**config.mk**
```make
export PLATFORM = sky130hd
export DESIGN_NAME = gmii_mac_rx
export DESIGN_NICKNAME = d
export VERILOG_FILES = /design/src/rtl/gmii_mac_rx.sv
export SDC_FILE = /design/constraint.sdc
export NUM_CORES = 1
export LEC_CHECK = 0
export CAP_MARGIN = 20
export CELL_PAD_IN_SITES_DETAIL_PLACEMENT = 0
export CELL_PAD_IN_SITES_GLOBAL_PLACEMENT = 2
export CORE_ASPECT_RATIO = 1.1
export CORE_MARGIN = 2
export CORE_UTILIZATION = 30
export DETAILED_ROUTE_END_ITERATION = 16
export PLACE_DENSITY_LB_ADDON = 0.12
export SYNTH_ARGS = -nofsm -noshare
export SYNTH_HDL_FRONTEND = slang
export SYNTH_SLANG_ARGS = --single-unit
```
**constraint.sdc**
```tcl
create_clock -name rx_clk -period 3.48 [get_ports rx_clk]
set_clock_uncertainty 0.1 [all_clocks]
set_input_delay 0.87 -clock rx_clk [delete_from_list [all_inputs] [get_ports rx_clk]]
set_output_delay 0.87 -clock rx_clk [all_outputs]
set_load 0.02 [all_outputs]
```
**src/rtl/gmii_mac_rx.sv**
```systemverilog
// gmii_mac_rx -- GbE receive MAC front end.
// Registers the GMII byte stream, hunts for preamble (0x55...) + SFD (0xD5),
// and forwards every post-SFD byte (FCS kept) on an AXI4-Stream master that
// has no backpressure. tuser on the tlast beat flags a CRC-32 residue mismatch
// (when CHECK_FCS) or an oversize frame.
//
// Ports:
//   rx_clk         GMII receive clock (125 MHz), rising edge only
//   rst            asynchronous active-high reset
//   gmii_rxd       GMII receive byte
//   gmii_rx_dv     GMII data valid
//   m_axis_tdata   frame byte
//   m_axis_tvalid  beat valid (sink must always accept)
//   m_axis_tlast   last byte of frame
//   m_axis_tuser   frame error, only ever high together with tvalid & tlast
module gmii_mac_rx #(
  parameter int MAX_LEN   = 1522,
  parameter bit CHECK_FCS = 1'b1
) (
  input  logic       rx_clk,
  input  logic       rst,
  input  logic [7:0] gmii_rxd,
  input  logic       gmii_rx_dv,
  output logic [7:0] m_axis_tdata,
  output logic       m_axis_tvalid,
  output logic       m_axis_tlast,
  output logic       m_axis_tuser
);

  localparam int          CW      = $clog2(MAX_LEN + 1);
  localparam logic [31:0] RESIDUE = 32'hDEBB20E3;

  typedef enum logic [1:0] {IDLE, PREAMBLE, PAYLOAD, DROP} state_t;

  typedef struct packed {
    logic [7:0] d;
    logic       v;
    logic       l;
    logic       u;
  } beat_t;

  // Reflected CRC-32, one byte, LSB first.
  function automatic logic [31:0] crc_byte(input logic [31:0] c, input logic [7:0] d);
    logic [31:0] r;
    r = c ^ {24'h0, d};
    for (int i = 0; i < 8; i++)
      r = r[0] ? ((r >> 1) ^ 32'hEDB88320) : (r >> 1);
    return r;
  endfunction

  state_t        state, state_n;
  logic [7:0]    rxd_q;
  logic          dv_q;
  logic [7:0]    hold, hold_n;
  logic          hold_vld, hold_vld_n;
  logic          hold_ovf, hold_ovf_n;   // held byte is the MAX_LEN-th one
  logic [31:0]   crc, crc_n;
  logic [CW-1:0] cnt, cnt_n, cnt_inc;
  beat_t         beat_n;

  assign cnt_inc = cnt + CW'(1);

  always_comb begin
    state_n    = state;
    hold_n     = hold;
    hold_vld_n = hold_vld;
    hold_ovf_n = hold_ovf;
    crc_n      = crc;
    cnt_n      = cnt;
    beat_n     = '0;
    case (state)
      IDLE: begin
        if (dv_q) state_n = (rxd_q == 8'h55) ? PREAMBLE : DROP;
      end
      PREAMBLE: begin
        if (!dv_q) begin
          state_n = IDLE;
        end else if (rxd_q == 8'hD5) begin
          state_n    = PAYLOAD;
          crc_n      = '1;
          cnt_n      = '0;
          hold_vld_n = 1'b0;
          hold_ovf_n = 1'b0;
        end else if (rxd_q != 8'h55) begin
          state_n = DROP;
        end
      end
      PAYLOAD: begin
        if (hold_vld && hold_ovf) begin
          // Truncate: the MAX_LEN-th byte closes the frame as an error and
          // whatever is still arriving is discarded.
          beat_n     = '{d: hold, v: 1'b1, l: 1'b1, u: 1'b1};
          hold_vld_n = 1'b0;
          state_n    = dv_q ? DROP : IDLE;
        end else if (dv_q) begin
          // The held byte can only be known non-last once a successor shows up.
          if (hold_vld) beat_n = '{d: hold, v: 1'b1, l: 1'b0, u: 1'b0};
          hold_n     = rxd_q;
          hold_vld_n = 1'b1;
          hold_ovf_n = (cnt_inc == CW'(MAX_LEN));
          crc_n      = crc_byte(crc, rxd_q);
          cnt_n      = cnt_inc;
        end else begin
          if (hold_vld)
            beat_n = '{d: hold, v: 1'b1, l: 1'b1, u: CHECK_FCS ? (crc != RESIDUE) : 1'b0};
          hold_vld_n = 1'b0;
          state_n    = IDLE;
        end
      end
      DROP: begin
        if (!dv_q) state_n = IDLE;
      end
      default: state_n = IDLE;
    endcase
  end

  // dv_q resets to 1 so the first post-reset decision is always DROP: if the
  // PHY is mid-frame we wait for dv low, otherwise it costs a single idle cycle.
  always_ff @(posedge rx_clk or posedge rst) begin
    if (rst) begin
      state         <= IDLE;
      rxd_q         <= '0;
      dv_q          <= 1'b1;
      hold          <= '0;
      hold_vld      <= 1'b0;
      hold_ovf      <= 1'b0;
      crc           <= '1;
      cnt           <= '0;
      m_axis_tdata  <= '0;
      m_axis_tvalid <= 1'b0;
      m_axis_tlast  <= 1'b0;
      m_axis_tuser  <= 1'b0;
    end else begin
      state         <= state_n;
      rxd_q         <= gmii_rxd;
      dv_q          <= gmii_rx_dv;
      hold          <= hold_n;
      hold_vld      <= hold_vld_n;
      hold_ovf      <= hold_ovf_n;
      crc           <= crc_n;
      cnt           <= cnt_n;
      m_axis_tdata  <= beat_n.d;
      m_axis_tvalid <= beat_n.v;
      m_axis_tlast  <= beat_n.l;
      m_axis_tuser  <= beat_n.u;
    end
  end

endmodule

```
==> impl_metrics.py <==
metrics = {
    "drt": {
        "wl_per_cell_um": 17.5,
        "drc": 0,
        "route.top_layer_used": "met4",
        "route.met2.wl_um": 4450,
        "drt_wl_total_um": 9380,
        "drt-pass1-iter-count": 4,
        "avgViaCountPerCell": 4.73,
        "final_antenna_net_count": 0,
        "met3_length_um": 236,
        "wl_met1_um": 4560,
        "initialDrtViolationCount": 165,
        "vias": 2534,
    },
    "logic_synthesis": {
        "async_flop_share_pct": 100,
        "synth_cells": 350,
        "ys_types": 47,
        "synth-main-ff-cell": "dfrtp_1",
        "synth_nets": 363,
        "synth_top_area_cell": "dfrtp_1",
        "synth_top_area_share_pct": 27.3,
        "ys_ff_latch": 75,
        "synth_area_leaders": "dfrtp_1 27%, dfstp_2 23%, xnor2_1 8.2%, xor2_1 5.5%, xnor2_4 4.3%",
        "yosysWarnings": 0,
        "ys_seq_area_share_pct": 49.8,
        "post_synth_instance_area_sq_um": 3850,
        "postSynthAreaPerCell_sq_um": 11.0,
        "synth-edff-count": 0,
    },
    "floorplanning": {
        "die_area_sq_um": 13800,
        "io_pins": 22,
        "die_w_um": 112,
        "fp.dieH_um": 123,
        "core_area_sq_um": 12600,
        "rows": 43,
        "initial_core_util_pct": 30.6,
    },
    "placed_design": {
        "dp.cells": 520,
        "place_congestion": 0.755,
        "portBuffers": 21,
        "dp_hpwl_um": 6570,
    },
    "worst_setup_path": {
        "critPathSlowestCell": "o22ai_1",
        "cpLargestDelayFamily": "compound AO/OA/AOI/OAI gates",
        "reg2reg_slack_ns": 1.05,
        "startpoint_type": "register",
        "crit_chain": "nand2_1, and3_1, buf_4, o22ai_1, o21ai_0, o21ai_1",
        "end_kind": "register",
        "worstPathMaxFanout": 13,
        "cpPeakStageDelay_ns": 0.67,
        "crit_required_ns": 3.64,
        "cp.arrival_ns": 2.59,
        "path_class": "register to register",
        "cp_num_buf_inv": 1,
    },
    "grt": {
        "grt_usage_pct": 14.6,
        "antenna_found_initial": 0,
        "grt_max_degree": 36,
        "grt_overflow": 0,
        "grt_first_pass_wirelength_um": 15300,
        "first_global_vias": 2664,
    },
    "cells_and_area": {
        "drive_above_1_share_pct": 20.1,
        "nets": 387,
        "fillers": 1311,
        "post-route-util_pct": 36.3,
        "n_antenna_cell": 0,
        "fin_cells": 536,
        "areaGrowthSynthToFinish_pct": 18.6,
    },
    "clocking": {
        "post_cts_buffers": 0,
        "tritoncts": "done",
        "root_buffer": "clkbuf_16",
        "cts_hold_buf": 0,
        "cts_buffers": 9,
        "clk_latency_ns": 0.34,
        "clkSlewWorstSetupHoldPaths_ns": 0.06,
        "cts.path.max_buffers": 2,
        "h-tree-depth": 3,
        "post_cts_resized": 0,
        "clock_sinks": 75,
    },
    "power": {
        "p_sw_mw": 1.89,
        "p_leak_nw": 1.85,
        "seqPwrFrac_pct": 31.3,
        "p_int_mw": 3.04,
        "p_per_area_nw_per_um2": 1080,
        "peakVddDrop_uv": 545,
        "p_clk_share_pct": 20.1,
        "swShare_pct": 38.3,
        "p_comb_share_pct": 48.6,
    },
    "outcome": {
        "run_status": "completed",
    },
    "flow_run": {
        "maxCapViolCount": 0,
    },
    "timing": {
        "post-route-period-util_pct": 69.9,
        "rsz0062_at_grt": "false",
        "fmax_mhz": 411,
        "tns_ns": 0,
        "worst_pin_slew_ns": 0.874,
        "min_period_ns": 2.43,
        "relSlewSlack_pct": 41.7,
        "hold_violations": 0,
        "slew_viol_final": 0,
        "setup-violations-final": 0,
        "holdWs_ns": 0.366,
    },
    "worst_hold_path": {
        "hold_class": "register to register",
    },
}
## cell usage after synthesis (all sizes together) (3+ instances only)
cell type and count:
o21ai 15, nor2 33, dfrtp 42, nand3 4, nand4 4, dfstp 33
nand2 38, a21oi 25, nor4 4, inv 7, and3 9, nand4b 3
clkbuf 10, buf 6, xor2 27, o22a 7, xnor2 50, a31oi 5
## worst reg2reg max path: stages (launching register included)
cell and delay, ns:
dfrtp_1 0.51, nand2_1 0.14, and3_1 0.36, buf_4 0.26, o22ai_1 0.67, o21ai_0 0.20, o21ai_1 0.11
## through the flow
stage	power [mW]	setup WS [ns]	area (sq um)
after floorplan	3.45	0.655	3850
after global placement	4.02	1.14	4250
after detailed placement	3.98	1.00	4250
after CTS	5.01	0.992	4570
after global routing	5.29	0.803	4570
final	4.93	1.05	4570
## sequential cells by signal, indices dropped and copies added (netlist names)
name / flops
dv_q: 1
cnt: 11
hold_ovf: 1
rxd_q: 8
m_axis_tdata: 8
crc: 32
state: 2
hold_vld: 1
m_axis_tuser: 1
m_axis_tvalid: 1
hold: 8
m_axis_tlast: 1
## path summary, 6_finish.rpt
check                           startpoint        to  cells past startpoint
min in group asynchronous              rst  rxd_q[3]                      2
worst max register to register    hold_vld    cnt[7]                      6
worst max-delay path              hold_vld    cnt[7]                      6
worst min register to register     hold[1]   hold[1]                      2
max in group asynchronous              rst    cnt[4]                      3
worst min-delay path               hold[1]   hold[1]                      2
## layout by cell type, fill, tap and decap left out, types with 3 or more instances in the layout
cell type | Yosys | final
o21ai_0 | 10 | 10
inv_1 | 7 | 6
dfstp_2 | 33 | 33
nand4_1 | 4 | 4
xnor2_2 | 8 | 8
xor2_1 | 24 | 24
xnor2_4 | 6 | 6
clkbuf_16 | 0 | 9
a21oi_1 | 25 | 25
nand4b_1 | 3 | 3
and3_1 | 9 | 9
xnor2_1 | 36 | 36
a31oi_1 | 5 | 5
clkdlybuf4s50_1 | 0 | 21
nand3_1 | 3 | 3
nor2_1 | 32 | 32
o21ai_1 | 5 | 5
o22a_1 | 7 | 7
buf_4 | 4 | 7
dfrtp_1 | 42 | 42
nand2_1 | 38 | 38
nor4_1 | 3 | 3
## layer usage
layer  track usage (%)  vias up
met5                 0        -
met4              4.80        0
met3              3.01        8
met2              23.2       35
met1              20.2     1259
li1                  -     1232
## power groups by stage
| stage | combinational [mW] | sequential, mW | clock, mW |
|---|---|---|---|
| final | 2.39 | 1.54 | 0.991 |
| after global routing | 2.65 | 1.59 | 1.04 |
| after detailed placement | 2.42 | 1.56 | 0 |
| after global placement | 2.46 | 1.56 | 0 |
| after CTS | 2.44 | 1.55 | 1.02 |
| after floorplan | 1.98 | 1.48 | 0 |
## area by class of cell
type / count / area [sq um] / share of cell area (%)
Inverter: 7 / 26.3 / 0.575
Clock buffer: 11 / 233 / 5.10
Multi-Input combinational cell: 252 / 1830 / 40.1
Timing Repair Buffer: 29 / 283 / 6.19
Tap cell: 157 / 196 / 4.30
Sequential cell: 75 / 1920 / 42.0
Clock inverter: 5 / 78.8 / 1.73
## logic make-up (layout without fill, tap and decap cells)
kind of cell	Yosys count	count (layout)	share of synthesized area [%]
AOI/OAI and AO/OA	63	63	9.81
xor gates and xnor gates	77	77	22.9
adders and majority gates	2	2	0.650
buffers and inverters	23	52	2.63
DFF	75	75	49.8
and+or+nand+nor	110	110	14.2
No activity file was read; power rests on OpenSTA's default activity.
